--- src/rtl/pin_capt_ctrl.sv ---
// pin_capt run sequencer: arms a capture run, timestamps strobes, buffers them in a FWFT FIFO.
// Optional dead-time filter after each counted strobe: define PIN_CAPT_CTRL_DEADTIME_EN.
module pin_capt_ctrl #(
  parameter int CW       = 16,
  parameter int DEPTH    = 8,
  parameter int NW       = 8,
  parameter int DEAD_CYC = 4
) (
  input  logic          clk300,
  input  logic          rst_n,
  input  logic          arm,
  input  logic          abort,
  input  logic [NW-1:0] num_events,
  input  logic [CW-1:0] timeout,
  input  logic          str,
  input  logic [2:0]    ptime,
  output logic [CW+2:0] ts_data,
  output logic          ts_valid,
  input  logic          ts_ready,
  output logic          busy,
  output logic          done,
  output logic [NW-1:0] ev_count,
  output logic          overflow,
  output logic          timed_out
);

  localparam int AW = $clog2(DEPTH);
  localparam int TW = CW + 3;
  localparam int DW = (DEAD_CYC < 1) ? 1 : $clog2(DEAD_CYC + 1);

  typedef enum logic [1:0] {
    S_IDLE,
    S_RUN,
    S_DRAIN,
    S_DONE
  } state_t;

  state_t        r_state;
  logic [CW-1:0] r_coarse;
  logic [NW-1:0] r_num;
  logic [CW-1:0] r_tmo;
  logic [NW-1:0] r_ev;
  logic          r_ovf;
  logic          r_tflag;
  logic          r_busy;
  logic          r_done;
  logic [AW:0]   r_wp;
  logic [AW:0]   r_rp;
  logic [TW-1:0] r_mem [DEPTH];

  logic          w_empty;
  logic          w_full;
  logic          w_pop;
  logic          w_push;
  logic          w_live;
  logic          w_str;
  logic [NW-1:0] w_ev_nxt;
  logic          w_cnt_end;
  logic          w_tmo_end;

  assign w_empty = (r_wp == r_rp);
  assign w_full  = (r_wp[AW] != r_rp[AW]) &&
                   (r_wp[AW-1:0] == r_rp[AW-1:0]);
  assign w_pop   = !w_empty && ts_ready;
  assign w_str   = (r_state == S_RUN) && str && w_live;
  assign w_push  = w_str && (!w_full || w_pop);

  assign w_ev_nxt  = (r_ev == '1) ? r_ev : r_ev + 1'b1;
  assign w_cnt_end = w_str && (w_ev_nxt == r_num);
  assign w_tmo_end = (r_tmo != '0) && (r_coarse == r_tmo - 1'b1);

`ifdef PIN_CAPT_CTRL_DEADTIME_EN
  logic [DW-1:0] r_dead;

  always_ff @(posedge clk300 or negedge rst_n) begin
    if (!rst_n) begin
      r_dead <= '0;
    end else if (r_state == S_IDLE && arm) begin
      r_dead <= '0;
    end else if (w_str) begin
      r_dead <= DW'(DEAD_CYC);
    end else if (r_dead != '0) begin
      r_dead <= r_dead - 1'b1;
    end
  end

  assign w_live = (r_dead == '0);
`else
  logic [DW-1:0] w_dead;

  assign w_dead = '0;
  assign w_live = (w_dead == '0);
`endif

  always_ff @(posedge clk300) begin
    if (w_push) begin
      r_mem[r_wp[AW-1:0]] <= {r_coarse, ptime};
    end
  end

  always_ff @(posedge clk300 or negedge rst_n) begin
    if (!rst_n) begin
      r_wp <= '0;
      r_rp <= '0;
    end else if (abort) begin
      r_wp <= '0;
      r_rp <= '0;
    end else begin
      if (w_push) r_wp <= r_wp + 1'b1;
      if (w_pop)  r_rp <= r_rp + 1'b1;
    end
  end

  always_ff @(posedge clk300 or negedge rst_n) begin
    if (!rst_n) begin
      r_state  <= S_IDLE;
      r_coarse <= '0;
      r_num    <= '0;
      r_tmo    <= '0;
      r_ev     <= '0;
      r_ovf    <= 1'b0;
      r_tflag  <= 1'b0;
      r_busy   <= 1'b0;
      r_done   <= 1'b0;
    end else if (abort) begin
      r_state <= S_IDLE;
      r_busy  <= 1'b0;
      r_done  <= 1'b0;
    end else begin
      unique case (r_state)
        S_IDLE: begin
          r_done <= 1'b0;
          if (arm) begin
            r_num    <= num_events;
            r_tmo    <= timeout;
            r_coarse <= '0;
            r_ev     <= '0;
            r_ovf    <= 1'b0;
            r_tflag  <= 1'b0;
            r_busy   <= 1'b1;
            r_state  <= (num_events == '0) ? S_DRAIN : S_RUN;
          end
        end
        S_RUN: begin
          r_coarse <= r_coarse + 1'b1;
          if (w_str) r_ev <= w_ev_nxt;
          if (w_str && !w_push) r_ovf <= 1'b1;
          // count end takes precedence over a coincident timeout
          if (w_cnt_end) begin
            r_state <= S_DRAIN;
          end else if (w_tmo_end) begin
            r_tflag <= 1'b1;
            r_state <= S_DRAIN;
          end
        end
        S_DRAIN: begin
          if (w_empty) begin
            r_state <= S_DONE;
            r_busy  <= 1'b0;
            r_done  <= 1'b1;
          end
        end
        S_DONE: begin
          r_done  <= 1'b0;
          r_state <= S_IDLE;
        end
        default: begin
          r_state <= S_IDLE;
          r_busy  <= 1'b0;
          r_done  <= 1'b0;
        end
      endcase
    end
  end

  assign ts_valid  = !w_empty;
  assign ts_data   = w_empty ? '0 : r_mem[r_rp[AW-1:0]];
  assign busy      = r_busy;
  assign done      = r_done;
  assign ev_count  = r_ev;
  assign overflow  = r_ovf;
  assign timed_out = r_tflag;

endmodule

--- config.mk ---
export PLATFORM = sky130hd
export DESIGN_NAME = pin_capt_ctrl
export DESIGN_NICKNAME = d
export VERILOG_FILES = /design/src/rtl/pin_capt_ctrl.sv
export SDC_FILE = /design/constraint.sdc
export NUM_CORES = 1
export LEC_CHECK = 0
export CORE_ASPECT_RATIO = 0.75
export CORE_MARGIN = 4
export CORE_UTILIZATION = 52
export DETAILED_ROUTE_END_ITERATION = 7
export HOLD_SLACK_MARGIN = 0.02
export PLACE_DENSITY_LB_ADDON = 0.05
export SETUP_SLACK_MARGIN = 0.5
export SLEW_MARGIN = 15
export SYNTH_ARGS = -nofsm -noshare
export SYNTH_HDL_FRONTEND = slang
export SYNTH_SLANG_ARGS = --single-unit
--- constraint.sdc ---
create_clock -name clk300 -period 4.2 [get_ports clk300]
set_clock_uncertainty 0.2 [all_clocks]
set_input_delay 0.84 -clock clk300 [delete_from_list [all_inputs] [get_ports clk300]]
set_output_delay 0.84 -clock clk300 [all_outputs]
set_load 0.02 [all_outputs]
## Word-level counts from Yosys, hierarchy flattened

Memory sizes are Yosys's and may differ from the RTL's.
Index checks and enable logic that the tools add are counted.

| cells by class | value |
|---|---|
| add/subtract/negate cells | 5 |
| equality and inequality tests | 17 |
| multiplexer cells | 33 |
| bitwise logic cells | 1 |
| reduce and logical (&&, ||, !) cells | 28 |

Operators by type and width:

| operator | number |
|---|---|
| 16-bit one-hot mux with 2 select lines | 1 |
| 8-bit two-way mux | 3 |
| 19-bit two-way mux | 1 |
| 16-bit by 1-bit adder with 16-bit output, second input constant | 1 |
| 16-bit equality test | 1 |
| 16-bit two-way mux | 1 |
| 4-bit two-way mux | 4 |
| 8-bit one-hot mux with 2 select lines | 1 |
| 16-bit nonzero test | 1 |
| 16-bit by 1-bit subtractor with 16-bit output, second input constant | 1 |
| 2-bit two-way mux | 6 |
| 3-bit AND reduction | 4 |
| 1-bit two-way mux | 11 |
| 4-bit by 1-bit adder with 4-bit output, second input constant | 2 |
| 8-bit by 1-bit adder with 8-bit output, second input constant | 1 |
| 8-bit equality test | 1 |
| 8-bit equality test, second input constant | 1 |
| 8-bit zero test | 1 |
| 2-bit != test, second input constant | 4 |
| 1-bit one-hot mux with 2 select lines | 4 |
| 2-bit one-hot mux with 4 select lines | 1 |
| 4-bit AND reduction | 2 |
| 1-bit logical AND | 7 |
| 3-bit != test, second input constant | 2 |
| 16 further kinds | 22 |

| storage, ports and cells | value |
|---|---|
| register bits after elaboration | 62 |
| bits in writable memories | 152 |
| bits of input ports | 33 |
| output and inout bits | 32 |
| word-level logic and storage cells | 96 |
| memories | 1 |

Memories:

| name | depth | width | rd ports | clocked after Yosys merged registers in | wr ports | line | text |
|---|---|---|---|---|---|---|---|
| r_mem | 8 | 19 | 1 | 0 | 1 | 49 | `logic [TW-1:0] r_mem [DEPTH];` |

## Longest topological paths before layout

Gate-level depths: netlist of the first run.

| logic depth | value |
|---|---|
| depth in word-level cells | 9 |
| gate-level depth with buffers | 10 |
| gate-level depth less buffers | 9 |

## Worst setup path before layout of the first run

No wires, ideal clock.

| timing path | value |
|---|---|
| path kind | register to register |
| start point | reg r_state[1] |
| end point | mem r_mem[3][0] (netlist name), enable pin |
| setup time | 0.443 ns |
| arrival | 2.910 ns |
| required time | 3.557 ns |
| path slack | 0.647 ns |
| cell stages (with the launch flop) | 6 |
| path buffers | 1 |
| period minus slack after synthesis | 3.553 ns |
| path through | dfrtp_1 inv_1 ha_1 clkbuf_1 nand2_1 nor4_1 |

| between the ends | value |
|---|---|
| word-level cells in the longest chain between the ends | 5 |

RTL lines:

| item | line | text |
|---|---|---|
| start: declaration | 38 | `state_t r_state;` |
| start signal: assignment | 141 | `r_state <= (num_events == '0) ? S_DRAIN : S_RUN;` |
| 2-bit by 1-bit equality test with 1-bit output | 65 | `assign w_str = (r_state == S_RUN) && str && w_live;` |
| 1-bit logical AND | 65 |  |
| 1-bit logical AND | 66 | `assign w_push = w_str && (!w_full \|\| w_pop);` |
| 1-bit two-way mux | 96 | `if (w_push) begin` |
| 1-bit two-way mux (not written as such) | 97 | `r_mem[r_wp[AW-1:0]] <= {r_coarse, ptime};` |
| end: declaration | 49 |  |

No other way between the ends.

## Worst setup path after layout of the first run

| timing path | value |
|---|---|
| start point | reg r_rp[0] |
| end point | out ts_data[6] |

| between the ends | value |
|---|---|
| word-level cells in the longest chain between the ends | 2 |
| elaborated cells between the ends (all ways) | 3 |
| classes of those cells | 1 x eq/ne; 1 x mux; 1 x memory |

RTL lines:

| item | line | text |
|---|---|---|
| start: declaration | 48 | `logic [AW:0] r_rp;` |
| start signal: assignment | 110 | `if (w_pop) r_rp <= r_rp + 1'b1;` |
| memory read 8 x 19 bit / 4-bit equality test (equally long branches) | - |  |
| 19-bit two-way mux (*) | 177 | `assign ts_data = w_empty ? '0 : r_mem[r_rp[AW-1:0]];` |
| end: declaration | 17 | `output logic [CW+2:0] ts_data,` |

Mark *: on every way between the ends. The rest lies on a longest branch, timed or not.

==> results of run 1 <==
==> through the flow <==
step | power [mW] | std cells | cell area [µm²]
2_1_floorplan | 3.826 | 662 | 9580
6_report | 6.204 | 996 | 11340
5_1_grt | 6.525 | 996 | 11340
4_1_cts | 6.230 | 995 | 11300
3_5_place_dp | 4.387 | 954 | 10590
3_3_place_gp | 4.342 | 954 | 10590
==> layout by cell type (no fill, tap or decap), drive strengths merged, types with 3 or more instances in the layout <==
cell type | synthesis | final
and4 | 3 | 3
nand2b | 7 | 7
and3 | 6 | 6
nor2b | 5 | 5
nand2 | 31 | 31
ha | 8 | 8
or3 | 4 | 4
clkbuf | 26 | 28
clkinv | 0 | 6
a21oi | 18 | 18
dfrtp | 62 | 62
mux4 | 38 | 38
a31oi | 10 | 10
clkinvlp | 0 | 3
a211oi | 4 | 4
nor4 | 8 | 8
clkdlybuf4s50 | 0 | 62
inv | 12 | 12
nor3 | 15 | 15
xnor2 | 23 | 23
buf | 7 | 24
nor2 | 73 | 73
xor2 | 19 | 19
nand3 | 15 | 15
nor3b | 4 | 4
edfxtp | 152 | 152
nand4 | 9 | 9
or4 | 4 | 4
o211ai | 3 | 3
mux2 | 26 | 26
mux2i | 26 | 26
o21ai | 11 | 11
==> cell families (layout without fill, tap and decap cells) <==
| logic type | count (synthesis) | count (layout) | synth area share (%) |
|---|---|---|---|
| multiplexers | 90 | 90 | 14.71 |
| AO/OA/AOI/OAI | 70 | 70 | 4.924 |
| buffers and inverters | 45 | 137 | 1.763 |
| adder cells (fa/ha/maj) | 8 | 8 | 1.045 |
| XOR/XNOR | 42 | 42 | 3.840 |
| flip-flops | 214 | 214 | 63.84 |
| AND/OR/NAND/NOR | 193 | 193 | 9.886 |
==> per-layer routing <==
| metal | GRT usage (%) | up-vias |
|---|---|---|
| met5 | 0 | - |
| li1 | - | 2689 |
| met3 | 3.355 | 22 |
| met4 | 4.010 | 0 |
| met2 | 30.74 | 161 |
| met1 | 30.54 | 2994 |
==> worst paths after layout <==
| check | from | endpoint | depth (start not counted) |
|---|---|---|---|
| worst max-delay path | r_rp[0] | ts_data[6] | 5 |
| worst min-delay path | rst_n | r_tmo[11] | 1 |
| worst max register to register | r_tmo[0] | r_state[0] | 9 |
| worst min register to register | overflow | overflow | 2 |
| max in group asynchronous | rst_n | r_rp[0] | 2 |
| min in group clk300 | overflow | overflow | 2 |
==> what timing repair did <==
action	in CTS	in global routing
endpoints found under the hold margin	0	0
resized for setup	2	5
setup buffers	4	0
hold buffers	0	0
endpoints found under the setup margin	17	4
cloned	0	1
==> worst max-delay path, delay by kind of cell (launching register included) <==
kind,cells,cell delay [ps]
buffers and inverters,2,700
DFF,1,530
and+or+nand+nor,1,80
muxes,2,770
==> sequential cells by signal, summed over array words and instances (netlist names) <==
name       flops
done           1
r_mem        152
r_tmo         16
r_wp           4
r_num          8
busy           1
overflow       1
r_rp           4
r_coarse      16
timed_out      1
ev_count       8
r_state        2
==> cell type report <==
class / instances / share of cell area (%)
Sequential cell: 214 / 53.98
Tap cell: 242 / 2.671
Timing Repair Buffer: 88 / 7.594
Clock inverter: 10 / 0.7174
Multi-Input combinational cell: 403 / 29.43
Inverter: 12 / 0.3974
Clock buffer: 27 / 5.210
==> power groups by stage <==
stage          Combinational [mW]  Sequential (mW)  Clock (mW)
2_1_floorplan                1.15             2.68           0
3_3_place_gp                 1.55             2.79           0
3_5_place_dp                 1.58             2.80           0
4_1_cts                      1.63             2.74        1.85
5_1_grt                      1.79             2.79        1.95
6_report                     1.64             2.75        1.81
==> metrics.cfg, run 1 <==
[layout]
nets=781
fillers=1323
syn2layout_area_growth_pct=18.32
seq_area_um2=6120
fin_util_pct=63.45
n_antenna_cell=0
multi_input_area_um2=3336
drive_gt1_share_pct=17.51

[pwr]
p_int_mw=4.363
ir_worst_vdd_uv=346.3
p_sw_mw=1.842
power_frac_seq_pct=44.4
p_clk_share_pct=29.2
p_leak_nw=3.920
p_sw_share_pct=29.68
combPwrFrac_pct=26.4
power_density_nw_per_um2=547.3

[die]
dieArea_um2=20680
die_w_um=164.7
ios=65
rows=42
fp.dieH_um=125.6
start_util_pct=53.62
core-area_um2=17870

[cts]
ctsRootBufferMaster=clkbuf_16
clkLatencyLatePin_ps=490
clock_path_buffers=3
clk_pin_slew_worst_paths_ps=60
cts_tree=yes
numCtsBuffers=21
cts.sinks=214
h-tree-depth=1

[grt]
gr-total-overflow=0
grt_pass1_wl_um=32490
grt_max_degree=41
globalRouteTotalUtil_pct=19.99
grt_pass1_vias=5921
antenna_found_initial=0

[detailed_routing]
post_drt_wl_per_cell_um=20.58
viasPerCell=5.890
drtIter0Drc=430
drtAntennaViolNets=0
wl_met3_um=1091
drc=0
vias=5866
top_layer=met4
wl_met2_um=9445
dr.pass1.iters=5
wl_met1_um=9682
routed_wl_um=20500

[yosys]
synthDistinctLibCells=57
synth.area.top_cells=edfxtp_1 48%, dfrtp_1 16%, mux4_2 8.9%
ys_seq_elements=214
synth.most_common_cell=edfxtp_1
synth_edf_count=152
async_flop_share_pct=28.97
synth.top_cell.area_share_pct=47.64
yosysTopAreaCell=edfxtp_1
synth-main-ff-cell=edfxtp_1
syn_nets=703
syn-instance-count=662
yosys-top-cells-count=152 x edfxtp_1, 73 x nor2_1, 62 x dfrtp_1, 38 x mux4_2, 31 x nand2_1
syn-cell-area_um2=9580
yosys_warnings=0
synth.yosys.seq_area_share_pct=63.84
syn_avg_cell_area_um2=14.47

[placement]
gp_congestion=0.8923
portBuffers=64
place_hpwl_um=13030
place_ws_ps=772.5

[sta]
setup_viol=0
hold_ws_ps=215.9
max-slew-margin-rel_pct=50.76
tightest_slew_ps=738.6
drv_slew=0
finalCritPeriodShare_pct=85.93
hold_violations=0
min_period_ps=3609
rsz0062_at_grt=true
fmax_mhz=277.1
worst_slack_ps=591.1
fin_tns_setup_ps=0

[setup_path]
required_ps=3160
rrSetupSlack_ps=780
end_kind=primary output
crit_chain=buf_4 -> mux4_2 -> mux2i_1 -> nor2_1 -> clkdlybuf4s50_1
critPathMaxStageDelay_ps=540
crit_type=flop to primary output
critPathMaxFanout=8
slowest_stage=clkdlybuf4s50_1
cp-start-kind=flop
crit_arrival_ps=2570

[run_status]
status=finished, final reports clean

[worst_hold_path]
hold_path.class=primary input to asynchronous set/reset pin

[flow_run]
cap_violations=0

Power figures use the tool's default switching activity.
==> run 2: changes to the inputs <==
--- a/config.mk
+++ b/config.mk
@@ -10,8 +10,9 @@
 export CORE_UTILIZATION = 52
 export DETAILED_ROUTE_END_ITERATION = 7
 export HOLD_SLACK_MARGIN = 0.02
-export PLACE_DENSITY_LB_ADDON = 0.05
+export PLACE_DENSITY = 0.72
 export SETUP_SLACK_MARGIN = 0.5
+export SKIP_CTS_REPAIR_TIMING = 1
 export SLEW_MARGIN = 15
 export SYNTH_ARGS = -nofsm -noshare
 export SYNTH_HDL_FRONTEND = slang
==> constraint.sdc (replaced) <==
create_clock -name clk300 -period 4.2 [get_ports clk300]
set_clock_uncertainty 0.2 [all_clocks]
set_input_delay 0.84 -clock clk300 [delete_from_list [all_inputs] [get_ports clk300]]
set_output_delay 0.84 -clock clk300 [all_outputs]
set_load 0.005 [all_outputs]
==> run 2 against run 1 <==
  * Sequential share of layout area is 0.073 points higher
  * Critical path depth stayed put
  * Maximum frequency is 2.4% higher
  * Cell area is 0.18% lower
  * Via count is 0.58% higher
  * Non-clock buffer count is 6 lower
  * Utilization is 0.11 points lower
==> metrics.cfg, run 2 (synthesis results as in run 1) <==
[grt]
globalRouteTotalUtil_pct=19.96  ; -0.031 points
antenna_found_initial=0  ; unchanged
grt_pass1_vias=5951  ; +0.51%
grt_pass1_wl_um=32540  ; +0.17%
gr-total-overflow=0  ; unchanged
grt_max_degree=41  ; unchanged

[layout]
syn2layout_area_growth_pct=18.11
fillers=1304  ; -1.4%
post-route-cell-area_um2=11320  ; -0.18%
nets=775  ; -0.77%
fin_util_pct=63.33  ; -0.11 points
layout_commonest_cell=edfxtp_1
n_antenna_cell=0  ; unchanged
largest_reg_flops=152  ; unchanged
layout_common_cells=152 x edfxtp_1, 72 x nor2_1, 63 x clkdlybuf4s50_1
drive_gt1_share_pct=16.58  ; -0.93 points

[sta]
max-slew-margin-rel_pct=38.29  ; -12 points
hold_violations=0  ; unchanged
rsz0062_at_grt=false
setup_viol=0  ; unchanged
tightest_slew_ps=925.6  ; +187.0 ps
finalCritPeriodShare_pct=83.94  ; -2.0 points
worst_slack_ps=674.6  ; +83.57 ps
min_period_ps=3525  ; -83.57 ps
fmax_mhz=283.7  ; +2.4%
drv_slew=0  ; unchanged
fin_tns_setup_ps=0  ; unchanged

[setup_path]
required_ps=3160  ; about the same
end_kind=primary output
rrSetupSlack_ps=780  ; about the same
crit_arrival_ps=2490  ; -80 ps
critPathMaxFanout=31  ; +23
crit_chain=buf_12 -> mux4_2 -> mux2i_1 -> nor2_1 -> clkdlybuf4s50_1
cp_top_family=multiplexers
crit_type=flop to primary output
cp-start-kind=flop
crit_buf_inv=2  ; unchanged
critPathMaxStageDelay_ps=550  ; about the same
slowest_stage=mux4_2

[die]
fp.dieH_um=125.6  ; unchanged
core-area_um2=17870  ; unchanged
rows=42  ; unchanged
start_util_pct=53.62  ; unchanged
dieArea_um2=20680  ; unchanged
die_w_um=164.7  ; unchanged
ios=65  ; unchanged

[cts]
h-tree-depth=1  ; unchanged
numCtsBuffers=21  ; unchanged
cts.sinks=214  ; unchanged
cts_tree=yes
clock_path_buffers=3  ; unchanged
ctsRootBufferMaster=clkbuf_16
clk_pin_slew_worst_paths_ps=60  ; about the same
clkLatencyLatePin_ps=490  ; about the same

[pwr]
p_leak_nw=3.895  ; -0.65%
ir_worst_vdd_uv=345.7  ; -0.18%
power.total_mw=6.248  ; +0.70%
power_density_nw_per_um2=552.1  ; +0.88%

[detailed_routing]
routed_wl_um=20340  ; -0.75%
dr.pass1.iters=4  ; -1
viasPerCell=5.960  ; +1.2%
vias=5900  ; +0.58%
drtAntennaViolNets=0  ; unchanged
drc=0  ; unchanged
drtIter0Drc=477  ; +11%
post_drt_wl_per_cell_um=20.55  ; -0.15%

[worst_hold_path]
hold_path.class=primary input to asynchronous set/reset pin

[placement]
place_area_um2=10580  ; about the same
place_hpwl_um=13080  ; +0.41%
portBuffers=64  ; unchanged
gp_congestion=0.9035  ; +1.3%
place_ws_ps=758.8  ; -13.70 ps

[run_status]
status=finished, final reports clean

[flow_run]
cap_violations=0  ; unchanged

[run 2: cell types whose count changed in the layout (fill, tap and decap cells not counted), sizes merged]
cell           delta
clkbuf            -3
clkdlybuf4s50     +1
bufinv            +4
clkinvlp          -2
dlymetal6s2s      -1
buf               -5
[run 2: final timing paths]
| path | start | endpoint | cells past startpoint |
|---|---|---|---|
| worst max-delay path | r_rp[0] | ts_data[14] | 5 |
| worst min-delay path | rst_n | r_tmo[6] | 1 |
| worst max register to register | ev_count[1] | r_state[0] | 8 |
| worst min register to register | timed_out | timed_out | 2 |
| max in group asynchronous | rst_n | r_rp[0] | 2 |
| min in group clk300 | timed_out | timed_out | 2 |
[run 2: stage by stage]
step / hold WS [ps] / instances
floorplan: 285.9 / 662
global placement: 331.0 / 953
detailed placement: 326.3 / 953
CTS: 304.5 / 990
global route: 355.2 / 990
finish: 291.6 / 990
[run 2: layout make-up]
| cell class | count | area, µm² | share of cell area, % |
|---|---|---|---|
| clock inverters | 12 | 187.7 | 1.659 |
| flip-flops and latches | 214 | 6117 | 54.06 |
| multi-input cells | 403 | 3332 | 29.44 |
| repair buffers | 82 | 790.8 | 6.988 |
| well taps | 242 | 302.8 | 2.676 |
| clock buffers | 25 | 540.5 | 4.777 |
| inverters | 12 | 45.04 | 0.3981 |
[run 2: power breakdown]
part	total, mW	switching (mW)	internal (mW)
Combinational	1.50	0.702	0.800
Sequential	2.75	0.283	2.47
Clock	2.00	0.769	1.23
Total	6.25	1.75	4.49
[run 2: routing by layer]
layer  track usage, %  wire [µm]  vias up
met1            29.42       9277     3036
met4            3.472        275        0
met3            3.125       1024       27
met2            32.31       9764      161
met5                0          0        -
li1                 -          -     2676
